File: config.mk
export PLATFORM = sky130hd
export DESIGN_NAME = qdec_bs_fetch
export DESIGN_NICKNAME = d
export VERILOG_FILES = /design/src/rtl/qdec_bs_fetch.sv
export SDC_FILE = /design/constraint.sdc
export NUM_CORES = 1
export LEC_CHECK = 0
export CORE_MARGIN = 1
export CORE_UTILIZATION = 48
export CTS_BUF_LIST = sky130_fd_sc_hd__clkbuf_2 sky130_fd_sc_hd__clkbuf_4 sky130_fd_sc_hd__clkbuf_8
export DETAILED_ROUTE_END_ITERATION = 8
export PLACE_DENSITY = 0.71
export SYNTH_ARGS = -nofsm -noshare
export SYNTH_HDL_FRONTEND = slang
export SYNTH_SLANG_ARGS = --single-unit
File: constraint.sdc
create_clock -name clk -period 5.1 [get_ports clk]
set_input_delay 0.51 -clock clk [delete_from_list [all_inputs] [get_ports clk]]
set_output_delay 0.51 -clock clk [all_outputs]
set_load 0.005 [all_outputs]
File: src/rtl/qdec_bs_fetch.sv
// Bitstream fetch front end for the CABAC arithmetic decoder.
// Optional EPB counter port enabled by QDEC_BSF_EPBCNT_EN.
module qdec_bs_fetch #(
  parameter int AW         = 16,
  parameter int FIFO_DEPTH = 4
) (
  input  logic          clk,
  input  logic          rst,
  input  logic          start,
  input  logic [AW-1:0] base_addr,
  input  logic [AW-1:0] byte_len,
  output logic [AW-1:0] mem_addr,
  output logic          mem_re,
  input  logic [7:0]    mem_rdata,
  output logic [7:0]    bitstreamFetch,
  output logic          bitstreamFetch_vld,
  input  logic          bitstreamFetch_rdy,
  output logic          busy,
`ifdef QDEC_BSF_EPBCNT_EN
  output logic [AW-1:0] epb_cnt,
`endif
  output logic          done
);

  localparam int PW = $clog2(FIFO_DEPTH);
  localparam int CW = PW + 1;

  typedef enum logic [1:0] {
    IDLE,
    FETCH,
    DRAIN,
    FIN
  } state_t;

  state_t        state, state_nxt;
  logic [AW-1:0] base_q;
  logic [AW-1:0] len_q;
  logic [AW-1:0] off_q;
  logic          inflight;
  logic [1:0]    zr;
  logic [7:0]    fifo [FIFO_DEPTH];
  logic [PW-1:0] wr_ptr;
  logic [PW-1:0] rd_ptr;
  logic [CW-1:0] cnt;

  logic          start_acc;
  logic          room;
  logic          more;
  logic          last_rd;
  logic          is_epb;
  logic          push;
  logic          pop;
  logic [CW:0]   occ;

  assign occ      = {1'b0, cnt} + {{CW{1'b0}}, inflight};
  assign room     = occ < (CW+1)'(FIFO_DEPTH);
  assign more     = off_q != len_q;
  assign mem_re   = (state == FETCH) && more && room;
  assign mem_addr = base_q + off_q;
  assign last_rd  = mem_re && ((off_q + AW'(1)) == len_q);

  assign is_epb = inflight && (zr == 2'd2)
                  && (mem_rdata == 8'h03);
  assign push   = inflight && !is_epb;

  assign bitstreamFetch_vld = cnt != '0;
  assign pop = bitstreamFetch_vld && bitstreamFetch_rdy;
  assign bitstreamFetch = bitstreamFetch_vld ? fifo[rd_ptr] : 8'h00;

  // segment sequencing: next state and status outputs
  always_comb begin
    state_nxt = state;
    busy      = 1'b0;
    done      = 1'b0;
    start_acc = 1'b0;
    unique case (state)
      IDLE: begin
        if (start) begin
          start_acc = 1'b1;
          state_nxt = (byte_len == '0) ? DRAIN : FETCH;
        end
      end
      FETCH: begin
        busy = 1'b1;
        if (last_rd) state_nxt = DRAIN;
      end
      DRAIN: begin
        busy = 1'b1;
        if (!inflight &&
            (cnt == '0 || (cnt == CW'(1) && pop)))
          state_nxt = FIN;
      end
      FIN: begin
        done      = 1'b1;
        state_nxt = IDLE;
      end
      default: state_nxt = IDLE;
    endcase
  end

  // state register
  always_ff @(posedge clk) begin
    if (rst) state <= IDLE;
    else     state <= state_nxt;
  end

  // read sequencing and emulation-prevention tracking
  always_ff @(posedge clk) begin
    if (rst) begin
      base_q   <= '0;
      len_q    <= '0;
      off_q    <= '0;
      inflight <= 1'b0;
      zr       <= 2'd0;
    end else begin
      if (start_acc) begin
        base_q <= base_addr;
        len_q  <= byte_len;
        off_q  <= '0;
        zr     <= 2'd0;
      end else if (mem_re) begin
        off_q <= off_q + AW'(1);
      end
      inflight <= mem_re;
      if (is_epb)
        zr <= 2'd0;
      else if (inflight)
        zr <= (mem_rdata != 8'h00) ? 2'd0 :
              (zr == 2'd2) ? 2'd2 : zr + 2'd1;
    end
  end

`ifdef QDEC_BSF_EPBCNT_EN
  // removed-EPB count, saturating, held after the segment
  always_ff @(posedge clk) begin
    if (rst)
      epb_cnt <= '0;
    else if (start_acc)
      epb_cnt <= '0;
    else if (is_epb && epb_cnt != '1)
      epb_cnt <= epb_cnt + AW'(1);
  end
`endif

  // output FIFO storage
  always_ff @(posedge clk) begin
    if (push) fifo[wr_ptr] <= mem_rdata;
  end

  // output FIFO pointers and occupancy
  always_ff @(posedge clk) begin
    if (rst) begin
      wr_ptr <= '0;
      rd_ptr <= '0;
      cnt    <= '0;
    end else begin
      if (push) wr_ptr <= wr_ptr + PW'(1);
      if (pop)  rd_ptr <= rd_ptr + PW'(1);
      unique case ({push, pop})
        2'b10:   cnt <= cnt + CW'(1);
        2'b01:   cnt <= cnt - CW'(1);
        default: cnt <= cnt;
      endcase
    end
  end

endmodule

# Yosys cells after proc, flatten, opt, wreduce, memory -nomap -nowiden
# Memory sizes are Yosys's and may differ from the RTL's. A register that Yosys moved wholly into a read port is not among the register bits.
# Index checks and enable logic that the tools add are counted.
# Widths: inputs -> output; s select.
[word_totals] register_bits=60 mem_bits_rw=32 wordCells=74 memories=1
[memory_table] memory="fifo" depth=4 word_bits=8 read_ports=1 rd_clocked_by_memory_dff=1 wr=1 line_no="41" text="logic [7:0] fifo [FIFO_DEPTH];"
[op_classes] addsub=8 magnitude_cmp=1 n_eq_ne=13 n_mux=19 n_reduce_logical=23
[op_table] cell="$mux 2" count=10
[op_table] cell="$add 16x1->16 const B" count=1
[op_table] cell="$add 16x16->16" count=1
[op_table] cell="$eq 16x16->1" count=1
[op_table] cell="$logic_not 16->1" count=1
[op_table] cell="$ne 16x16->1" count=1
[op_table] cell="$logic_and 1x1->1" count=9
[op_table] cell="$eq 2x2->1 const B" count=4
[op_table] cell="$eq 8x2->1 const B" count=1
[op_table] cell="$mux 8" count=1
[op_table] cell="$pmux 2 s4" count=1
[op_table] cell="$reduce_bool 8->1" count=1
[op_table] cell="$add 2x1->2 const B" count=3
[op_table] cell="$mux 1" count=6
[op_table] cell="$ne 2x2->1 const B" count=3
[op_table] cell="$pmux 3 s2" count=1
[op_table] cell="$reduce_or 2->1" count=3
[op_table] cell="$add 3x1->4" count=1
[op_table] cell="$eq 2x1->1 const B" count=2
[op_table] cell="$lt 4x3->1 const B" count=1
[op_table] cell="$reduce_bool 2->1" count=2
[op_table] cell="$add 3x1->3 const B" count=1
[op_table] cell="$eq 3x1->1 const B" count=1
[op_table] cell="$logic_not 3->1" count=1
[op_table] cell="other kinds (6)" count=7

# Depth between registers and ports, before layout
# Gate-level depths: netlist of run 1.
[logic_depth] ltp_word=7 depth_mapped=10 depth_no_buf=10

# Least setup slack after synthesis of run 1
# No wires, ideal clock.
[synth_path] path_kind="reg-to-output" startpoint="reg off_q[1]" endpoint="out mem_addr[15]" t_arrival_ps=2311 required_ps=4590 slack_ps=2279 path_stages_with_launch=9 cell_sequence="dfxtp_1 ha_1 a211o_1 a2111oi_4 o31ai_1 a21o_1 a41o_1 o41ai_2 xnor2_1"
[synth_via] elab_chain_len=1
[synth_lines] item="from (decl)" line_no="38" text="logic [AW-1:0] off_q;"
[synth_lines] item="from (signal assigned)" line_no="122" text="off_q <= off_q + AW'(1);"
[synth_lines] item="$add 16x16->16" line_no="59" text="assign mem_addr = base_q + off_q;"
[synth_lines] item="to (decl)" line_no="12" text="output logic [AW-1:0] mem_addr,"
# Every way passes these cells.

# Final worst setup path of run 1
[layout_path] startpoint="reg off_q[2]" endpoint="out mem_addr[15]"
# The elaborated chain is that of the path after synthesis.

==> results.json, run 1 <==
{
  "maxSlewViolCount": 0,
  "clk_latency_ns": 0.37,
  "grt_pass1_vias": 3678,
  "nNetsFinal": 671,
  "port_buffers": 71,
  "fmax_ghz": 0.248,
  "fill_cells": 908,
  "synth.distinct_cells": 54,
  "layout-drive-gt1-share_pct": 6.01,
  "routedWlPerCell_um": 14.3,
  "grt_pass1_wl_um": 17500,
  "via_per_inst": 5.26,
  "grt_max_degree": 34,
  "clock_skew_ns": 0.0117,
  "cap_violations": 0,
  "ctsResizeCount": 0,
  "cts.sinks": 94,
  "required_ns": 4.59,
  "path_clk_slew_ns": 0.10,
  "rows": 37,
  "pwr_density_cell_nw_per_um2": 362,
  "insertedDiodeCount": 0,
  "die-area_sq_um": 11000,
  "crit_chain": "ha_1 > o21a_1 > a2111oi_4 > o31ai_1 > a21o_1 > a41o_1 > o41ai_2 > xnor2_1 > clkdlybuf4s50_1",
  "use_met2_pct": 31.6,
  "synth.avg_cell_area_sq_um": 9.52,
  "multi_input_area_sq_um": 2690,
  "fin_tns_setup_ns": 0,
  "gr-total-overflow": 0,
  "routed_wl_um": 10500,
  "synth_seq_area_share_pct": 43.4,
  "grt_busiest_layer": "met2",
  "htree_levels": 3,
  "cts_tree": "built",
  "hold_violations": 0,
  "hold_class": "reg2reg",
  "synth_ff_type": "dfxtp_1",
  "ir_drop_mv": 0.241,
  "period_minus_slack_ns": 4.03,
  "die_h_um": 105,
  "post-dp-hpwl_um": 7960,
  "yosys_warnings": 0,
  "timing.hold.ws_ns": 0.466,
  "tightest_slew_ns": 1.18,
  "synth-edff-count": 32,
  "cp_slowest_stage_delay_ns": 0.54,
  "cp_slowest_cell": "dfxtp_1",
  "yosys-top-cells-area": "dfxtp_1, edfxtp_1, ha_1, xnor2_1, nand2_1",
  "status": "finished, final reports clean",
  "seqCellArea_sq_um": 2200,
  "rsz0062_at_grt": "false",
  "setup_violations": 0,
  "first_pass_iters": 5,
  "clockBufferDepth": 2,
  "ios": 72,
  "cp-end-kind": "output pin",
  "startpoint_type": "register",
  "synth_top_area_share_pct": 24.5,
  "min_period_over_period_pct": 79.1,
  "cts_inserted_buffers": 9,
  "async_reset_ff_share_pct": 0,
  "core_sq_um": 10300,
  "gp_congestion": 0.840,
  "leakagePower_uw": 0.00230,
  "syn_nets": 610,
  "crit_fanout": 8,
  "start_util_pct": 49.4,
  "use_met3_pct": 4.24,
  "drc": 0,
  "ant_nets": 0,
  "drtIter0Drc": 184,
  "yosysTopAreaCell": "dfxtp_1",
  "post-cts-setup-buffers": 0,
  "relSlewSlack_pct": 21.3,
  "die_w_um": 105,
  "cp.arrival_ns": 3.52,
  "use_met1_pct": 28.2,
  "syn2layout_area_growth_pct": 19.6,
  "antenna_found_initial": 0,
  "path_class": "reg2out",
  "grt_util_all_layers_pct": 20.3,
  "vias": 3868,
  "hold_buffers": 0,
  "synth_area_sq_um": 5070,
  "synthCells": 533,
  "root_buffer": "clkbuf_8",
  "ys_seq_elements": 94
}
-- final timing paths --
kind,from,end,slack (ns),cells after the start
worst max-delay path,off_q[2],mem_addr[15],1.07,9
worst min-delay path,base_q[10],base_q[10],0.47,2
worst max register to register,inflight,cnt[2],2.12,8
worst min register to register,base_q[10],base_q[10],0.47,2
-- registers in the layout (all words and copies together) (netlist names), named ones only --
name      count
state         2
off_q        16
base_q       16
cnt           3
rd_ptr        2
fifo         32
len_q        16
wr_ptr        2
inflight      1
zr            2
-- where the power goes --
part	total (uW)	switching, uW	internal [uW]	leakage [uW]
Combinational	760	368	392	0.00141
Sequential	943	83.0	860	0.000795
Clock	494	299	195	0.0000992
-- Yosys cell counts, drive strengths merged, types with 3 or more instances --
library cell / number
o31ai: 3
or2: 3
xnor2: 41
xor2: 20
inv: 22
and2: 11
edfxtp: 32
a211oi: 3
o21a: 3
nor2: 48
nand2: 81
nor3: 8
nand4: 5
mux4: 8
nor4: 15
mux2i: 4
ha: 32
a21oi: 45
clkbuf: 17
a21o: 3
nand2b: 5
and3: 6
dfxtp: 62
nand3: 9
nor2b: 4
buf: 7
o21ai: 10
-- cell families after synthesis --
| kind of cell | after synthesis | synth area share, % |
|---|---|---|
| flip-flops | 94 | 43.4 |
| multiplexers | 14 | 4.78 |
| adder cells (fa/ha/maj) | 33 | 8.29 |
| XOR/XNOR | 61 | 10.5 |
| buffers and inverters | 46 | 3.67 |
| AO/OA/AOI/OAI | 82 | 10.2 |
| AND/OR/NAND/NOR | 203 | 19.2 |
-- stage by stage --
step | instances | power (uW) | setup WS (ns) | utilization (%) | cell area, sq um
6_report | 735 | 2200 | 1.07 | 59.1 | 6070
5_1_grt | 735 | 2340 | 0.901 | 59.1 | 6070
4_1_cts | 735 | 2220 | 1.08 | 59.1 | 6070
3_5_place_dp | 719 | 1730 | 1.52 | 57.1 | 5870
3_3_place_gp | 719 | 1700 | 1.57 | 57.1 | 5870
2_1_floorplan | 533 | 1410 | 2.28 | - | 5070
-- cells in the final DEF, fill, tap and decap left out, types with 6 or more instances in the layout --
cell,Yosys,routed
a21oi_1,45,45
and2_1,11,11
and3_1,6,6
clkbuf_8,0,9
clkdlybuf4s50_1,0,71
dfxtp_1,62,62
edfxtp_1,32,32
ha_1,32,32
inv_1,22,22
mux4_2,8,8
nand2_1,81,81
nand3_1,8,8
nor2_1,48,48
nor3_1,8,8
nor4_1,13,13
o21ai_0,10,9
xnor2_1,41,41
xor2_1,20,20
-- critical path, delay by kind of cell (launching register included) --
| family | cells | cell delay [ns] |
|---|---|---|
| AOI/OAI and AO/OA | 6 | 1.57 |
| xor gates and xnor gates | 1 | 0.17 |
| adders and majority gates | 1 | 0.35 |
| buffers and inverters | 1 | 0.53 |
| DFF | 1 | 0.54 |
-- layer usage --
layer  share of wire [%]  wire length [um]  vias up
met2                  45              4770       92
li1                    -                 -     1980
met1                  49              5190     1787
met4                0.92                97        0
met3                 4.6               483        9
met5                   0                 0        -
-- area by class of cell --
type	instances	share of cell area, %
clock buffers	9	2.04
repair buffers	74	12.1
flip-flops and latches	94	36.3
multi-input cells	393	44.2
well taps	136	2.80
inverters	22	1.36
clock inverters	7	1.20
Note: power is estimated with default switching activity, not from simulation.
==> run 2: changes to the inputs <==
- PLACE_DENSITY: 0.71 -> 0.73
- clock period: 5.1 -> 3.7 ns (I/O delays scaled with it)
==> run 2 against run 1 <==
  * Worst hold slack is essentially flat
  * Sequential cell count is the same
  * Count of clock-buffer cells in the layout is the same
  * Final cell count grew 0.27%
  * Utilization grew 0.30 points
  * Die area is the same
  * Clock skew grew 0.0054 ns
==> results.json, run 2 (synthesis results as in run 1) <==
{
  "grt_util_all_layers_pct": 20.6,
  "seqPwrFrac_pct": 43.2,
  "status": "finished, final reports clean",
  "die-area_sq_um": 11000,
  "tightest_slew_ns": 0.782,
  "rr_startpoint": "inflight",
  "pwr_density_cell_nw_per_um2": 491,
  "antenna_found_initial": 0,
  "maxSlewViolCount": 0,
  "setup_slack_ns": 0.201,
  "drc": 0,
  "ant_nets": 0,
  "r2r_slack_ns": 0.79,
  "clockPowerShare_pct": 21.8,
  "min_path_cells": 2,
  "via_per_inst": 5.27,
  "layout-drive-gt1-share_pct": 7.65,
  "port_buffers": 71,
  "switching_share_pct": 33.7,
  "p_sw_uw": 1010,
  "r2r-end": "cnt[2]",
  "top_register": "fifo",
  "start_util_pct": 49.4,
  "holdPathEnd": "base_q[6]",
  "first_pass_iters": 4,
  "hp-start": "base_q[6]",
  "htree_levels": 3,
  "die_h_um": 105,
  "path_class": "reg2out",
  "p_total_uw": 3000,
  "mostFrequentLayoutCells": "nand2_1, clkdlybuf4s50_1, dfxtp_1, nor2_1, a21oi_1",
  "setup_violations": 0,
  "cts.sinks": 94,
  "hold_buffers": 0,
  "layout_commonest_cell": "nand2_1",
  "hold_class": "reg2reg",
  "path_clk_slew_ns": 0.10,
  "syn2layout_area_growth_pct": 20.2,
  "ir_drop_mv": 0.233,
  "r2r_cells": 8,
  "preCtsSetupSlack_ns": 0.298,
  "nNetsFinal": 673,
  "die_w_um": 105,
  "drtIter0Drc": 210,
  "fmax_ghz": 0.286,
  "cts_tree": "built",
  "min_period_over_period_pct": 94.6,
  "root_buffer": "clkbuf_8",
  "largest_reg_flops": 32,
  "clk_latency_ns": 0.37,
  "routedWlPerCell_um": 14.7,
  "clockBufferDepth": 2,
  "grt_pass1_wl_um": 17800,
  "post-dp-hpwl_um": 8080,
  "relSlewSlack_pct": 47.9,
  "rows": 37,
  "period_minus_slack_ns": 3.50,
  "routed_wl_um": 10800,
  "rsz0062_at_grt": "false",
  "insertedDiodeCount": 0,
  "leakagePower_uw": 0.00232,
  "comb_power_share_pct": 35.0,
  "cap_violations": 0,
  "post-cts-setup-buffers": 0,
  "ios": 72,
  "core_sq_um": 10300,
  "fin_util_pct": 59.4,
  "required_ns": 3.33,
  "vias": 3884,
  "fin_tns_setup_ns": 0,
  "cp.arrival_ns": 3.13,
  "startpoint_type": "register",
  "crit_fanout": 3,
  "clock_skew_ns": 0.0170,
  "gr-total-overflow": 0,
  "p_int_uw": 1990,
  "gp_congestion": 0.862,
  "grt_max_degree": 34,
  "grt_pass1_vias": 3687,
  "cp-end-kind": "output pin",
  "cts_inserted_buffers": 9,
  "hold_violations": 0
}
-- run 2: changes by cell type in the layout (fill, tap and decap cells not counted), sizes merged --
cell,change
clkinv,+1
buf,+2
clkdlybuf4s50,-1
dlymetal6s2s,+1
inv,-1
-- run 2: worst max-delay path by stage --
stage / from / slack [ns] / end / cells after the start
floorplan: off_q[1] / 1.02 / mem_addr[15] / 8
global placement: off_q[2] / 0.32 / mem_addr[15] / 9
detailed placement: off_q[2] / 0.30 / mem_addr[15] / 9
CTS: off_q[0] / 0.001 / mem_addr[14] / 11
global route: off_q[0] / 0.02 / mem_addr[14] / 11
finish: base_q[1] / 0.20 / mem_addr[13] / 9
-- run 2: per-layer routing --
layer	routed length [um]	track usage, %
met1	5170	28.4
met2	4870	32.4
met3	522	3.06
met4	234	8.85
met5	0	0
-- run 2: final cells by class --
| type | instances | area, sq um |
|---|---|---|
| clock buffers | 9 | 124 |
| clock inverters | 7 | 61.3 |
| fillers | 904 | 4180 |
| inverters | 22 | 82.6 |
| multi-input cells | 393 | 2700 |
| flip-flops and latches | 94 | 2210 |
| well taps | 136 | 170 |
| repair buffers | 76 | 751 |
-- run 2: what timing repair did --
action,CTS,global route
pin swaps,1,2
gates cloned,0,0
resized for setup,2,8
hold endpoints to repair,0,0
setup endpoints to repair,4,6
-- run 2: through the flow --
stage | hold WS, ns | instances | instance area, sq um
finish | 0.467 | 737 | 6100
global route | 0.484 | 737 | 6100
CTS | 0.468 | 737 | 6080
detailed placement | 0.454 | 721 | 5890
global placement | 0.449 | 721 | 5890
floorplan | 0.441 | 533 | 5070
-- run 2: critical path: stages, from the launching register on --
cell and delay, ns:
dfxtp_1 0.34, ha_1 0.32, a211o_1 0.33, a2111oi_4 0.44, o31ai_2 0.13, a21o_1 0.20
a41o_1 0.27, nor2_2 0.10, xnor2_1 0.12, clkdlybuf4s50_1 0.51
-- run 2: power groups by stage --
stage,Clock [uW],Sequential [uW],Combinational (uW)
CTS,677,1300,1060
detailed placement,0,1320,1050
finish,654,1290,1050
global placement,0,1310,1030
global route,710,1320,1170
floorplan,0,1270,676
==> run 3: changes to the inputs <==
- PLACE_DENSITY: 0.73 -> 0.71
- clock period: 3.7 -> 3.4 ns (I/O delays scaled with it)
==> run 3 against run 2 <==
  * Final area increased by 1.3%
  * Die area is the same
  * Setup slack worse by 0.099 ns
  * Sequential share of layout area decreased by 0.54 points
  * First-iteration DRC count is 3.3% lower
  * Worst hold slack barely moved
  * Clock power rose by 13%
  * Critical path depth decreased by 1
==> results.json, run 3 (synthesis results as in run 1) <==
{
  "status": "finished, final reports clean",
  "maxSlewViolCount": 0,
  "grt_util_all_layers_pct": 20.8,
  "antenna_found_initial": 0,
  "required_ns": 3.06,
  "seqPwrFrac_pct": 42.2,
  "grt_pass1_wl_um": 17900,
  "crit_fanout": 4,
  "largest_reg_flops": 32,
  "grt_max_degree": 43,
  "core_sq_um": 10300,
  "switching_share_pct": 34.3,
  "p_sw_uw": 1140,
  "layout_commonest_cell": "nand2_1",
  "cap_violations": 0,
  "cts_inserted_buffers": 9,
  "syn2layout_area_growth_pct": 21.8,
  "setup_violations": 0,
  "p_total_uw": 3320,
  "fin_tns_setup_ns": 0,
  "nNetsFinal": 681,
  "routedWlPerCell_um": 15.0,
  "drtIter0Drc": 203,
  "hold_violations": 0,
  "post-dp-hpwl_um": 8260,
  "cp_slowest_stage_delay_ns": 0.51,
  "cp.arrival_ns": 2.96,
  "crit_chain": "ha_1 > o21a_2 > a2111oi_4 > o31ai_2 > a21o_1 > a21oi_1 > xnor2_1 > clkdlybuf4s50_1",
  "ir_drop_mv": 0.310,
  "tightest_slew_ns": 0.634,
  "vias": 4021,
  "placed_cell_area_sq_um": 5930,
  "gr-total-overflow": 0,
  "cp-end-kind": "output pin",
  "via_per_inst": 5.40,
  "min_period_over_period_pct": 97.0,
  "die_w_um": 105,
  "cts_tree": "built",
  "pwr_density_cell_nw_per_um2": 537,
  "root_buffer": "clkbuf_8",
  "preCtsSetupSlack_ns": 0.0597,
  "layout-drive-gt1-share_pct": 8.87,
  "die-area_sq_um": 11000,
  "cp_slowest_cell": "clkdlybuf4s50_1",
  "first_pass_iters": 4,
  "routed_wl_um": 11200,
  "r2r_slack_ns": 0.64,
  "clk_latency_ns": 0.37,
  "htree_levels": 3,
  "ios": 72,
  "clock_skew_ns": 0.0153,
  "hold_class": "reg2reg",
  "fin_util_pct": 60.1,
  "gp_congestion": 0.897,
  "path_clk_slew_ns": 0.11,
  "startpoint_type": "register",
  "grt_pass1_vias": 3715,
  "top_register": "fifo",
  "final_area_sq_um": 6180,
  "relSlewSlack_pct": 57.8,
  "start_util_pct": 49.4,
  "die_h_um": 105,
  "clockPowerShare_pct": 22.3,
  "ant_nets": 0,
  "fmax_ghz": 0.303,
  "p_int_uw": 2180,
  "path_class": "reg2out",
  "rows": 37,
  "comb_power_share_pct": 35.6,
  "setup_slack_ns": 0.102,
  "clockBufferDepth": 2,
  "drc": 0,
  "port_buffers": 71,
  "leakagePower_uw": 0.00237,
  "period_minus_slack_ns": 3.30,
  "insertedDiodeCount": 0,
  "mostFrequentLayoutCells": "nand2_1, clkdlybuf4s50_1, dfxtp_1, nor2_1, a21oi_1",
  "cts.sinks": 94
}
run 3: cell types whose count changed in the layout (fill, tap and decap cells not counted), sizes merged:
cell | before | now
clkdlybuf4s15 | 0 | 1
buf | 5 | 13
clkdlybuf4s50 | 70 | 68
inv | 26 | 27
clkinv | 2 | 1
dlygate4sd2 | 0 | 1
run 3: power groups by stage:
stage	Combinational, uW	Sequential [uW]	Clock [uW]
after floorplan	736	1380	0
after global placement	1150	1420	0
after detailed placement	1180	1430	0
after CTS	1190	1400	751
after global routing	1300	1420	798
final	1180	1400	738
run 3: worst max-delay path, delay by kind of cell, from the launching register on:
kind                       cells  cell delay [ns]
buffers and inverters          1             0.51
DFF                            1             0.33
adders and majority gates      1             0.34
AOI/OAI and AO/OA              5             1.25
xor gates and xnor gates       1             0.15
run 3: worst paths after layout:
kind | start | endpoint | depth (start not counted)
hold / removal | base_q[2] | base_q[2] | 2
hold reg to reg | base_q[2] | base_q[2] | 2
setup reg to reg | inflight | cnt[2] | 8
setup / recovery | base_q[2] | mem_addr[11] | 8
run 3: layer usage:
layer  vias up  track usage (%)  share of wire [%]
li1       1984                -                  -
met1      1884             28.4                 47
met2       133             33.2                 46
met3        20             3.43                5.1
met4         0             7.24                1.5
met5         -                0                  0
run 3: layout make-up:
| class | instances | area [sq um] |
|---|---|---|
| fillers | 890 | 4100 |
| repair buffers | 84 | 811 |
| flip-flops and latches | 94 | 2200 |
| clock buffers | 9 | 124 |
| well taps | 136 | 170 |
| multi-input cells | 393 | 2720 |
| clock inverters | 7 | 70.1 |
| inverters | 22 | 82.6 |
run 3: through the flow:
step | hold slack (ns) | instances
2_1_floorplan | 0.439 | 533
3_3_place_gp | 0.449 | 727
3_5_place_dp | 0.451 | 727
4_1_cts | 0.468 | 745
5_1_grt | 0.486 | 745
6_report | 0.467 | 745
run 3: timing repair:
item,in CTS,in global routing
pin swaps,6,6
hold buffers,0,0
setup endpoints to repair,3,5
cloned,0,0
resized for setup,8,6
setup buffers,2,0
